`src/rtl/cpu_pkg.sv`:
```
// Purpose: constants shared by the fetch unit, decoder and instruction ROM.
//   State encoding for the fetch FSM, instruction width, reset PC and the
//   bubble (NOP) word inserted into IF/ID on flushes.
package cpu_pkg;

  localparam int unsigned INSTR_W = 32;
  localparam int unsigned PC_W    = 32;
  localparam int unsigned CNT_W   = 16;

  localparam logic [PC_W-1:0]    CPU_RESET_PC = 32'h0000_0000;
  localparam logic [INSTR_W-1:0] CPU_NOP_WORD = 32'h0000_0000;

  // Fetch FSM encoding (2-bit, kept as plain constants for legacy users)
  localparam logic [1:0] S_IDLE = 2'd0;
  localparam logic [1:0] S_RUN  = 2'd1;
  localparam logic [1:0] S_HALT = 2'd2;

endpackage

```
`src/rtl/if_id_reg.sv`:
```
// Purpose: IF/ID pipeline register (instruction, PC, valid) with hold and
//   flush controls. Flush has priority over load; neither means hold.
// Ports:
//   clk, rst_n       clock, async active-low reset
//   load_i           capture instr_i/pc_i as a valid instruction
//   flush_i          load a bubble (NOP_WORD, pc 0, valid 0)
//   instr_i, pc_i    fetched instruction and its PC
//   instr_o, pc_o    registered instruction and PC
//   valid_o          registered holds a real instruction
module if_id_reg
  import cpu_pkg::*;
#(
  parameter int unsigned       DATA_W   = INSTR_W,
  parameter logic [DATA_W-1:0] NOP_WORD = DATA_W'(CPU_NOP_WORD)
) (
  input  logic              clk,
  input  logic              rst_n,
  input  logic              load_i,
  input  logic              flush_i,
  input  logic [DATA_W-1:0] instr_i,
  input  logic [PC_W-1:0]   pc_i,
  output logic [DATA_W-1:0] instr_o,
  output logic [PC_W-1:0]   pc_o,
  output logic              valid_o
);

  logic [DATA_W-1:0] instr_q, instr_d;
  logic [PC_W-1:0]   pc_q, pc_d;
  logic              valid_q, valid_d;

  // Next-value selection: flush > load > hold
  always_comb begin
    instr_d = instr_q;
    pc_d    = pc_q;
    valid_d = valid_q;
    if (flush_i) begin
      instr_d = NOP_WORD;
      pc_d    = '0;
      valid_d = 1'b0;
    end else if (load_i) begin
      instr_d = instr_i;
      pc_d    = pc_i;
      valid_d = 1'b1;
    end
  end

  always_ff @(posedge clk or negedge rst_n) begin
    if (!rst_n) begin
      instr_q <= NOP_WORD;
      pc_q    <= '0;
      valid_q <= 1'b0;
    end else begin
      instr_q <= instr_d;
      pc_q    <= pc_d;
      valid_q <= valid_d;
    end
  end

  assign instr_o = instr_q;
  assign pc_o    = pc_q;
  assign valid_o = valid_q;

endmodule

```
`src/rtl/instr_fetch_unit.sv`:
```
// Purpose: fetch stage. Owns the PC, drives the ROM word address and
//   captures ROM data into IF/ID. Handles decode stalls, redirects (one
//   bubble) and halt.
// Ports:
//   clk, rst_n                       clock, async active-low reset
//   imem_addr / imem_dout            ROM word address (from PC register) / data
//   stall_i, redirect_i, halt_i      pipeline controls
//   redirect_pc                      byte target, low two bits ignored
//   pc_o                             current fetch PC
//   if_id_instr/if_id_pc/if_id_valid IF/ID register contents
//   fetch_cnt                        saturating count of valid fetches
module instr_fetch_unit
  import cpu_pkg::*;
#(
  parameter int unsigned       ADDR_W   = 6,
  parameter int unsigned       DATA_W   = INSTR_W,
  parameter logic [PC_W-1:0]   RESET_PC = CPU_RESET_PC,
  parameter logic [DATA_W-1:0] NOP_WORD = DATA_W'(CPU_NOP_WORD)
) (
  input  logic              clk,
  input  logic              rst_n,
  output logic [ADDR_W-1:0] imem_addr,
  input  logic [DATA_W-1:0] imem_dout,
  input  logic              stall_i,
  input  logic              redirect_i,
  input  logic [31:0]       redirect_pc,
  input  logic              halt_i,
  output logic [31:0]       pc_o,
  output logic [DATA_W-1:0] if_id_instr,
  output logic [31:0]       if_id_pc,
  output logic              if_id_valid,
  output logic [15:0]       fetch_cnt
);

  localparam logic [CNT_W-1:0] CNT_MAX = '1;

  logic [1:0]       state_q, state_d;
  logic [PC_W-1:0]  pc_q, pc_d;
  logic [CNT_W-1:0] cnt_q, cnt_d;
  logic             if_load, if_flush;
  logic [PC_W-1:0]  redirect_tgt;
  logic             unused_redirect_lsbs;

  assign redirect_tgt         = {redirect_pc[31:2], 2'b00};
  assign unused_redirect_lsbs = ^redirect_pc[1:0];

  // Next-state, next-PC, counter and IF/ID control
  always_comb begin
    state_d  = state_q;
    pc_d     = pc_q;
    cnt_d    = cnt_q;
    if_load  = 1'b0;
    if_flush = 1'b0;
    case (state_q)
      S_IDLE: begin
        // One bubble cycle after reset release, PC not advanced
        state_d  = S_RUN;
        if_flush = 1'b1;
      end
      S_RUN: begin
        if (redirect_i) begin
          pc_d     = redirect_tgt;
          if_flush = 1'b1;
        end else if (halt_i) begin
          // Halt outranks a coincident stall: the pipeline is draining anyway
          state_d  = S_HALT;
          if_flush = 1'b1;
        end else if (!stall_i) begin
          if_load = 1'b1;
          pc_d    = pc_q + 32'd4;
          cnt_d   = (cnt_q == CNT_MAX) ? cnt_q : cnt_q + CNT_W'(1);
        end
      end
      S_HALT: begin
        if_flush = 1'b1;
        if (redirect_i) begin
          state_d = S_RUN;
          pc_d    = redirect_tgt;
        end
      end
      default: begin
        state_d  = S_IDLE;
        if_flush = 1'b1;
      end
    endcase
  end

  always_ff @(posedge clk or negedge rst_n) begin
    if (!rst_n) begin
      state_q <= S_IDLE;
      pc_q    <= RESET_PC;
      cnt_q   <= '0;
    end else begin
      state_q <= state_d;
      pc_q    <= pc_d;
      cnt_q   <= cnt_d;
    end
  end

  // Word address straight from the PC register; PCs beyond ROM depth wrap
  assign imem_addr = pc_q[ADDR_W+1:2];
  assign pc_o      = pc_q;
  assign fetch_cnt = cnt_q;

  if_id_reg #(
    .DATA_W   (DATA_W),
    .NOP_WORD (NOP_WORD)
  ) u_if_id (
    .clk     (clk),
    .rst_n   (rst_n),
    .load_i  (if_load),
    .flush_i (if_flush),
    .instr_i (imem_dout),
    .pc_i    (pc_q),
    .instr_o (if_id_instr),
    .pc_o    (if_id_pc),
    .valid_o (if_id_valid)
  );

endmodule

```
`config.mk`:
```
export PLATFORM = sky130hd
export DESIGN_NAME = instr_fetch_unit
export DESIGN_NICKNAME = d
export VERILOG_FILES = /design/src/rtl/cpu_pkg.sv /design/src/rtl/if_id_reg.sv /design/src/rtl/instr_fetch_unit.sv
export SDC_FILE = /design/constraint.sdc
export NUM_CORES = 1
export LEC_CHECK = 0
export ABC_CLOCK_PERIOD_IN_PS = 2390
export BUFFER_PORTS_ARGS = -buffer_cell sky130_fd_sc_hd__buf_2
export CELL_PAD_IN_SITES_DETAIL_PLACEMENT = 2
export CELL_PAD_IN_SITES_GLOBAL_PLACEMENT = 2
export CORE_MARGIN = 3
export CORE_UTILIZATION = 30
export CTS_CLUSTER_SIZE = 16
export DETAILED_ROUTE_END_ITERATION = 8
export PLACE_DENSITY = 0.87
export SYNTH_ARGS = -nofsm -noshare
export SYNTH_HDL_FRONTEND = slang
export SYNTH_SLANG_ARGS = --single-unit
```
`constraint.sdc`:
```
create_clock -name clk -period 2.39 [get_ports clk]
set_clock_uncertainty 0.15 [all_clocks]
set_input_delay 0 -clock clk [delete_from_list [all_inputs] [get_ports clk]]
set_output_delay 0 -clock clk [all_outputs]
set_load 0.02 [all_outputs]
```
==> results.yml, run 1 <==
run_status:
  status: "finished clean"
critical_path:
  critPathArrivalTime_ns: 2.48
  critical_path.most_common_cell: "a21oi_1"
  cp_max_fo: 7
  critical_path_class: "flop to flop"
  start_kind: "flop"
  slowest_delay_ns: 0.68
  cp_slowest_cell: "or4_1"
  path_buf_inv: 0
  required_ns: 2.52
  critPathTopFamily: "simple AND/OR/NAND/NOR gates"
  path_cells: "ha_1 -> nand2_1 -> or4_1 -> o21ai_1 -> a21oi_1 -> a21oi_1"
  cp-end-kind: "flop"
placed_design:
  dp_slack_ns: 0.153
  portBuffers: 181
  hpwl_mm: 14.2
  place_inst: 921
  gp_congestion: 0.827
grt:
  overflow: 0
  grt_max_degree: 55
  antenna_found_initial: 3
  grt_pass1_wl_mm: 35.0
  grt_pass1_vias: 5979
  grt_use_total_pct: 22.5
final_layout:
  multi_input_area_sq_mm: 0.00234
  fin_nets: 844
  stdcell_count: 1005
  seq_area_sq_mm: 0.00278
  final_core_util_pct: 43.4
  fill_cells: 1877
  area_growth_pct: 41.2
  drive_above_1_share_pct: 30.6
detailed_routing:
  wl_per_cell_um: 21.7
  drc: 0
  drt_iter0_drc: 191
  wirelength_mm: 21.8
  vias: 5192
  avgViaCountPerCell: 5.17
  first_pass_iters: 4
  postRouteAntennaNets: 0
sta:
  timing.hold.ws_ns: 0.0462
  relSlewSlack_pct: 54.6
  timing.final.ws_setup_ns: 0.0410
  period_needed_ns: 2.35
  fmax_mhz: 426
  hold_viol_final: 0
  finalSetupViolCount: 0
  fin_crit_sh_pct: 98.3
  drv_slew: 0
  worst_pin_slew_ns: 0.681
synth:
  synthFlopType: "dfrtp_1"
  synthCells: 529
  synth-seq-cells: 111
  synth_top_cell_area_share_pct: 52.1
  synth_edf_count: 0
  ys_warn_count: 0
  synth_largest_area_cell: "dfrtp_1"
  syn-cell-area_sq_mm: 0.00533
  async_reset_ff_share_pct: 100
  synth_cell_types: 53
  synth_area_per_cell_sq_um: 10.1
  synth_seq_area_share_pct: 52.1
  synth_area_leaders: "dfrtp_1 (52%), mux2i_1 (12%), nor2_1 (5.6%), a21oi_1 (3.7%), nand2_1 (2.3%)"
power_and_ir_drop:
  p_comb_share_pct: 35.0
  intPower_mw: 3.72
  power_frac_clock_pct: 24.4
  p_total_mw: 6.34
  switching_share_pct: 41.3
  power_density_mw_per_mm2: 842
  vdd_ir_drop_max_v: 0.000500
  p_seq_share_pct: 40.6
  p_leak_nw: 3.77
  p_switching_mw: 2.62
die:
  die_area_sq_mm: 0.0194
  ios: 188
  core-area_sq_mm: 0.0174
  die_w_um: 139
  start_util_pct: 30.7
  die_h_um: 139
  rows: 48
clock_network:
  clk_pin_slew_ns: 0.08
  htree_levels: 3
  clock_latency_ns: 0.36
  cts.path.max_buffers: 2
  cts_tree: "yes"
  cts.sinks: 111
  cts_made_buffers: 9
  root_buffer: "clkbuf_16"
hold_path:
  hold_path_class: "input pin to async pin"
job:
  maxCapViolCount: 0
==> worst reg2reg max path, delay by kind of cell, from the launching register on <==
kind | cells | cell delay [ns]
DFF | 1 | 0.45
adders and majority gates | 1 | 0.24
and+or+nand+nor | 2 | 0.86
AOI/OAI and AO/OA | 3 | 0.57
==> cells in the mapped netlist, types with 5 or more instances <==
library cell  count
o22ai_1          13
a21oi_1          39
clkbuf_1         13
a31oi_1           5
inv_1             8
nand3_1          17
a2bb2oi_1         5
mux2i_1          62
o21ai_0          17
or3_1             7
nor2_1           79
nand4_1          16
dfrtp_1         111
xnor2_1          13
and3_1            7
nor3_1            9
buf_1            14
buf_2             6
buf_4            10
nand2_1          32
==> layer usage <==
metal | track usage, % | wire (um) | up-vias
met5 | 0 | 13 | -
met4 | 6.64 | 396 | 2
met3 | 4.50 | 916 | 27
met2 | 41.7 | 11900 | 139
met1 | 26.2 | 8630 | 2673
li1 | - | - | 2351
==> stage by stage <==
step	cell area (sq um)	TNS, ns
after floorplan	5340	0
after CTS	7510	0
after global placement	6550	0
final	7530	0
after global routing	7530	-0.0653
after detailed placement	6550	0
==> kinds of logic after synthesis <==
family          Yosys count  synth area share [%]
xor+xnor                 14                  2.30
mux                      63                  11.8
flops                   111                  52.1
compound gates           97                  11.0
buf+inv                  51                  4.43
other cells               1                0.0703
fa+ha+maj                 2                 0.469
simple gates            190                  17.8
==> final cells by class <==
| class | instances | area share (%) |
|---|---|---|
| antenna | 2 | 0.0665 |
| clock buffer | 10 | 3.17 |
| clock inverter | 6 | 0.764 |
| inverter | 8 | 0.399 |
| multi-input combinational | 370 | 31.1 |
| sequential | 111 | 36.9 |
| tap | 225 | 3.74 |
| timing repair buffer | 273 | 23.8 |
==> flip-flops by register name, summed over array words and instances, names as in the netlist <==
signal and count:
u_if_id.instr_o 32, fetch_cnt 16, pc_o 30, u_if_id.pc_o 30, u_if_id.valid_o 1, state_q 2
==> worst paths after layout <==
| path | slack (ns) | depth (start not counted) | to | from |
|---|---|---|---|---|
| setup reg to reg | 0.04 | 6 | pc_o[16] | pc_o[2] |
| setup / recovery | 0.04 | 6 | pc_o[16] | pc_o[2] |
| hold / removal | 0.05 | 2 | pc_o[13] | rst_n |
| hold reg to reg | 0.34 | 1 | fetch_cnt[11] | fetch_cnt[11] |
| min in group clk | 0.05 | 4 | pc_o[29] | redirect_pc[29] |
| max in group asynchronous | 1.21 | 3 | u_if_id.instr_o[18] | rst_n |
==> placed cells by master (no fill, tap or decap), types with 8 or more instances in the layout <==
cell	n
xnor2_1	13
nand3_1	17
dlygate4sd3_1	66
inv_1	8
buf_2	179
clkbuf_16	9
o22ai_1	13
a21oi_1	39
nand4_1	16
mux2i_1	62
nor3_1	9
nand2_1	32
dfrtp_1	109
o21ai_0	15
buf_4	26
nor2_1	78
==> timing repair <==
| action | CTS | global route |
|---|---|---|
| endpoints found under the setup margin | 0 | 12 |
| buffers inserted | 0 | 0 |
| hold buffers | 66 | 0 |
| gates resized for setup | 0 | 7 |
| endpoints found under the hold margin | 117 | 0 |
==> power by group through the flow <==
stage	clock network [mW]	logic (mW)	registers [mW]
2_1_floorplan	0	0.925	2.84
3_3_place_gp	0	1.95	2.55
3_5_place_dp	0	2.05	2.58
4_1_cts	1.60	2.15	2.55
5_1_grt	1.68	2.40	2.63
6_report	1.55	2.22	2.58
Power figures use the tool's default switching activity.
==> run 2, diff against run 1 <==
--- a/config.mk
+++ b/config.mk
@@ -5,15 +5,16 @@
 export SDC_FILE = /design/constraint.sdc
 export NUM_CORES = 1
 export LEC_CHECK = 0
+export ABC_AREA = 1
 export ABC_CLOCK_PERIOD_IN_PS = 2390
 export BUFFER_PORTS_ARGS = -buffer_cell sky130_fd_sc_hd__buf_2
 export CELL_PAD_IN_SITES_DETAIL_PLACEMENT = 2
 export CELL_PAD_IN_SITES_GLOBAL_PLACEMENT = 2
 export CORE_MARGIN = 3
-export CORE_UTILIZATION = 30
+export CORE_UTILIZATION = 28
 export CTS_CLUSTER_SIZE = 16
 export DETAILED_ROUTE_END_ITERATION = 8
-export PLACE_DENSITY = 0.87
+export PLACE_DENSITY = 0.88
 export SYNTH_ARGS = -nofsm -noshare
 export SYNTH_HDL_FRONTEND = slang
 export SYNTH_SLANG_ARGS = --single-unit
==> results.yml, run 2 <==
run_status:
  status: "finished clean"
synth:
  synth_area_per_cell_sq_um: 7.41
  synth_simple_gate_area_share_pct: 28.0
  async_reset_ff_share_pct: 100
  synth_largest_area_cell: "dfrtp_1"
  synth_cell_types: 35
  synth_area_leaders: "dfrtp_1 (47%), nand2_1 (15%), inv_1 (7.2%), nor2_1 (6.2%), o21ai_0 (5.8%)"
  synth_top_family_by_area: "simple AND/OR/NAND/NOR gates"
  synth_most_common_cell: "nand2_1"
  synth_top_cell_area_share_pct: 47.3
  synth-compound-area-share_pct: 10.5
  synth.cells.most_frequent: "nand2_1 (233), inv_1 (112), dfrtp_1 (111), nor2_1 (97), o21ai_0 (68)"
  synth_xor_area_share_pct: 2.54
  synthAdderAreaFrac_pct: 0.427
  synthMuxAreaShare_pct: 0
  synthFlopType: "dfrtp_1"
  syn-cell-area_sq_mm: 0.00587
  synth_seq_area_share_pct: 47.3
  ys_warn_count: 0
  synth_edf_count: 0
  synth-seq-cells: 111
  synthCells: 792
detailed_routing:
  drc: 0
  drt_iter0_drc: 145
  first_pass_iters: 5
  avgViaCountPerCell: 4.77
  postRouteAntennaNets: 0
  vias: 6224
  wl_per_cell_um: 19.0
  wirelength_mm: 24.8
critical_path:
  required_ns: 2.50
  cp_slowest_cell: "dlygate4sd3_1"
  critPathArrivalTime_ns: 2.32
  path_cells: "dlygate4sd3_1 -> buf_2 -> nand2_1 -> dlygate4sd3_1 -> nand2_1 -> nand2_1 -> nand3_2 -> clkinv_2 -> o21ai_0 -> nand2_1 -> nand2_1 -> inv_1"
  critical_path.most_common_cell: "nand2_1"
  cp-end-kind: "flop"
  slowest_delay_ns: 0.60
  cp_max_fo: 28
  critical_path_class: "input pin to flop"
  r2r.worst_path.cells: 10
  start_kind: "input pin"
grt:
  grt_pass1_wl_mm: 38.7
  overflow: 0
  grt_pass1_vias: 7042
  grt_max_degree: 62
  grt_use_total_pct: 21.9
  antenna_found_initial: 0
die:
  die_area_sq_mm: 0.0227
  start_util_pct: 28.7
  die_w_um: 151
  rows: 52
  core-area_sq_mm: 0.0204
  die_h_um: 151
  ios: 188
clock_network:
  cts.sinks: 111
  htree_levels: 3
  clock_latency_ns: 0.36
  cts_made_buffers: 9
  root_buffer: "clkbuf_16"
  cts.path.max_buffers: 2
  clk_pin_slew_ns: 0.08
  cts_tree: "yes"
  post-cts-setup-buffers: 0
hold_path:
  hold_path_class: "input pin to flop"
  whs_path_depth: 6
sta:
  hold_viol_final: 0
  tns_ns: 0
  fin_crit_sh_pct: 92.5
  finalSetupViolCount: 0
  period_needed_ns: 2.21
  drv_slew: 0
  worst_pin_slew_ns: 0.870
  relSlewSlack_pct: 41.9
  rsz0062_at_grt: "no"
  timing.final.ws_setup_ns: 0.180
  fmax_mhz: 452
final_layout:
  final_cell_mix: "nand2_1 (233), buf_2 (180), inv_1 (112), dfrtp_1 (111), nor2_1 (97)"
  drive_above_1_share_pct: 22.1
  diodes: 0
  layout_commonest_cell: "nand2_1"
  fin_area_sq_mm: 0.00797
  area_growth_pct: 35.9
  fin_nets: 1102
  largest_reg_flops: 32
  final_core_util_pct: 39.0
job:
  maxCapViolCount: 0
power_and_ir_drop:
  p_total_mw: 7.56
  power_density_mw_per_mm2: 948
  vdd_ir_drop_max_v: 0.000478
  p_leak_nw: 3.95
placed_design:
  dp_slack_ns: 0.256
  postPlaceCellArea_sq_mm: 0.00701
  gp_congestion: 0.804
  portBuffers: 181
  hpwl_mm: 16.8
## run 2: cell type report
class	instances	area, sq um
Fill cell	2383	12500
Sequential cell	111	2780
Multi-Input combinational cell	532	2440
Timing Repair Buffer	261	1690
Inverter	116	439
Tap cell	270	338
Clock buffer	10	229
Clock inverter	6	53.8
## run 2: final timing paths
kind	endpoint	startpoint	slack, ns
max reg2reg	pc_o[26]	pc_o[3]	0.20
min reg2reg	state_q[0]	state_q[0]	0.37
min	u_if_id.pc_o[14]	redirect_i	0.04
min in group asynchronous	fetch_cnt[15]	rst_n	0.13
max	pc_o[19]	halt_i	0.18
max in group asynchronous	u_if_id.pc_o[26]	rst_n	1.21
## run 2: routing by layer
layer	part of all wire [%]	vias to the layer above	GRT usage (%)
met5	0	-	0
met4	1.7	0	5.35
met3	4.9	31	4.21
met2	51	162	40.2
met1	42	3093	26.1
li1	-	2938	-
## run 2: worst max-delay path: cells and delay by family
kind,cells,cell delay (ns)
AO/OA/AOI/OAI,1,0.24
buffers and inverters,5,1.64
AND/OR/NAND/NOR,6,0.43
## run 2: cells by family after synthesis
| group | count (synthesis) |
|---|---|
| simple gates | 397 |
| buf+inv | 152 |
| compound gates | 112 |
| flops | 111 |
| xor+xnor | 17 |
| fa+ha+maj | 2 |
| other cells | 1 |
## run 2: power breakdown
group / internal [mW] / switching (mW) / leakage [nW]
clock network: 0.729 / 0.775 / 0.136
logic: 0.991 / 2.16 / 2.35
registers: 2.28 / 0.625 / 1.47
## run 2: repair_timing
item,in CTS,in global routing
gates resized for setup,0,1
setup endpoints to repair,0,1
hold buffers,68,0
endpoints found under the hold margin,125,0
## run 2: through the flow
stage | hold WS, ns | std cells
after floorplan | -0.446 | 795
after global placement | 0.00971 | 1222
after detailed placement | 0.0105 | 1222
after CTS | 0.0296 | 1306
after global routing | 0.101 | 1306
final | 0.0392 | 1306
==> run 3, diff against run 2 <==
--- a/config.mk
+++ b/config.mk
@@ -6,15 +6,15 @@
 export NUM_CORES = 1
 export LEC_CHECK = 0
 export ABC_AREA = 1
-export ABC_CLOCK_PERIOD_IN_PS = 2390
+export ABC_CLOCK_PERIOD_IN_PS = 2000
 export BUFFER_PORTS_ARGS = -buffer_cell sky130_fd_sc_hd__buf_2
 export CELL_PAD_IN_SITES_DETAIL_PLACEMENT = 2
 export CELL_PAD_IN_SITES_GLOBAL_PLACEMENT = 2
 export CORE_MARGIN = 3
-export CORE_UTILIZATION = 28
+export CORE_UTILIZATION = 25
 export CTS_CLUSTER_SIZE = 16
 export DETAILED_ROUTE_END_ITERATION = 8
-export PLACE_DENSITY = 0.88
+export PLACE_DENSITY = 0.83
 export SYNTH_ARGS = -nofsm -noshare
 export SYNTH_HDL_FRONTEND = slang
 export SYNTH_SLANG_ARGS = --single-unit
==> constraint.sdc (replaced) <==
create_clock -name clk -period 2 [get_ports clk]
set_clock_uncertainty 0.15 [all_clocks]
set_input_delay 0 -clock clk [delete_from_list [all_inputs] [get_ports clk]]
set_output_delay 0 -clock clk [all_outputs]
set_load 0.02 [all_outputs]
==> results.yml, run 3 (synthesis gave the netlist of run 2 again) <==
run_status:
  status: "finished clean"
die:
  core-area_sq_mm: 0.0228
  start_util_pct: 25.7
  die_w_um: 159
  rows: 55
  die_h_um: 159
  ios: 188
  die_area_sq_mm: 0.0253
detailed_routing:
  drt_iter0_drc: 298
  wl_per_cell_um: 18.7
  drc: 0
  vias: 6301
  wirelength_mm: 25.6
  postRouteAntennaNets: 0
  avgViaCountPerCell: 4.61
  first_pass_iters: 4
power_and_ir_drop:
  p_comb_share_pct: 44.0
  vdd_ir_drop_max_v: 0.000493
  switching_share_pct: 46.6
  power_frac_clock_pct: 19.7
  power_density_mw_per_mm2: 1130
  intPower_mw: 4.96
  p_switching_mw: 4.32
  p_leak_nw: 4.06
  p_seq_share_pct: 36.3
critical_path:
  cp-startpoint: "state_q[1]"
  r2r_start: "state_q[1]"
  ff2ff_setup_slack_ns: 0.14
  cp-end-kind: "flop"
  cp_max_fo: 16
  endpoint: "fetch_cnt[15]"
  r2r.worst_path.cells: 7
  critPathArrivalTime_ns: 1.96
  start_kind: "flop"
  rr_endpoint: "fetch_cnt[15]"
  critical_path_class: "flop to flop"
  required_ns: 2.10
final_layout:
  largest_reg_flops: 32
  area_growth_pct: 40.2
  stdcell_count: 1368
  fin_area_sq_mm: 0.00822
  fill_cells: 2674
  final_cell_mix: "nand2_1 (233), buf_2 (180), inv_1 (112), dfrtp_1 (111), nor2_1 (96)"
  fin_nets: 1122
  multi_input_area_sq_mm: 0.00246
  drive_above_1_share_pct: 23.9
  layout_commonest_cell: "nand2_1"
  diodes: 0
  seq_area_sq_mm: 0.00278
grt:
  overflow: 0
  met3_usage_pct: 3.69
  grt_use_total_pct: 20.2
  grt_pass1_wl_mm: 41.0
  grt_max_degree: 51
  met1_usage_pct: 24.8
  busiest_layer: "met2"
  antenna_found_initial: 0
  grtUsageMet2_pct: 36.9
  grt_pass1_vias: 7104
sta:
  drv_slew: 0
  hold_viol_final: 0
  rsz0062_at_grt: "yes"
  worst_pin_slew_ns: 0.555
  relSlewSlack_pct: 63.0
  timing.final.ws_setup_ns: 0.143
  finalSetupViolCount: 0
  fin_crit_sh_pct: 92.8
  timing.hold.ws_ns: 0.0249
  period_needed_ns: 1.86
  fmax_mhz: 539
clock_network:
  clk_pin_slew_ns: 0.08
  cts_made_buffers: 9
  htree_levels: 3
  cts.sinks: 111
  root_buffer: "clkbuf_16"
  cts.path.max_buffers: 2
  cts_tree: "yes"
  clock_latency_ns: 0.36
placed_design:
  portBuffers: 181
  gp_congestion: 0.810
  place_inst: 1285
  hpwl_mm: 18.2
  dp_slack_ns: 0.101
  postPlaceCellArea_sq_mm: 0.00725
job:
  maxCapViolCount: 0
hold_path:
  hold_path_class: "input pin to async pin"
==> run 3: cell types whose count changed in the layout (fill, tap and decap cells not counted), sizes merged <==
cell    before  now
clkinv       3    2
buf        193  213
clkbuf      10    9
inv        118  119
==> run 3: area by class of cell <==
type	count	area share (%)
repair buffers	281	22.9
inverters	116	5.36
clock inverters	6	0.654
multi-input cells	532	29.9
well taps	313	4.76
flip-flops and latches	111	33.8
clock buffers	9	2.74
==> run 3: worst min-delay path by stage <==
stage,start,end,slack (ns),cells after the start
4_1_cts,rst_n,fetch_cnt[7],0.02,2
2_1_floorplan,rst_n,fetch_cnt[0],-0.45,0
5_1_grt,rst_n,fetch_cnt[15],0.08,2
6_report,rst_n,fetch_cnt[15],0.02,2
3_3_place_gp,rst_n,fetch_cnt[7],-0.15,1
3_5_place_dp,rst_n,fetch_cnt[7],-0.13,1
==> run 3: worst max-delay path: stages (launching register included) <==
cell	delay (ns)
dfrtp_1	0.43
nor2_2	0.20
nand3_2	0.14
nor2_4	0.27
nand2_4	0.11
inv_4	0.19
nand2_1	0.11
o21ai_0	0.14
==> run 3: what timing repair did <==
item                                    CTS  global route
resized for setup                         0             5
setup buffers                             0             0
endpoints found under the setup margin    0            14
hold endpoints to repair                178             0
hold buffers                             68             0
==> run 3: per-stage QoR <==
stage	total power, mW	util, %	TNS (ns)
floorplan	5.66	-	0
global placement	7.19	31.7	0
detailed placement	7.38	31.7	0
CTS	9.34	35.9	0
global route	9.96	36.0	-0.00640
finish	9.29	36.0	0
==> run 3: layer usage <==
layer	vias up	share of wire [%]
met5	-	0
li1	2968	-
met4	0	1.3
met2	169	51
met3	21	4.5
met1	3143	43
==> run 3: power by group through the flow <==
stage / clock network [mW] / registers [mW] / logic [mW]
after floorplan: 0 / 3.81 / 1.85
after CTS: 1.87 / 3.38 / 4.10
after global routing: 1.97 / 3.47 / 4.52
final: 1.83 / 3.38 / 4.08
after detailed placement: 0 / 3.42 / 3.96
after global placement: 0 / 3.38 / 3.80
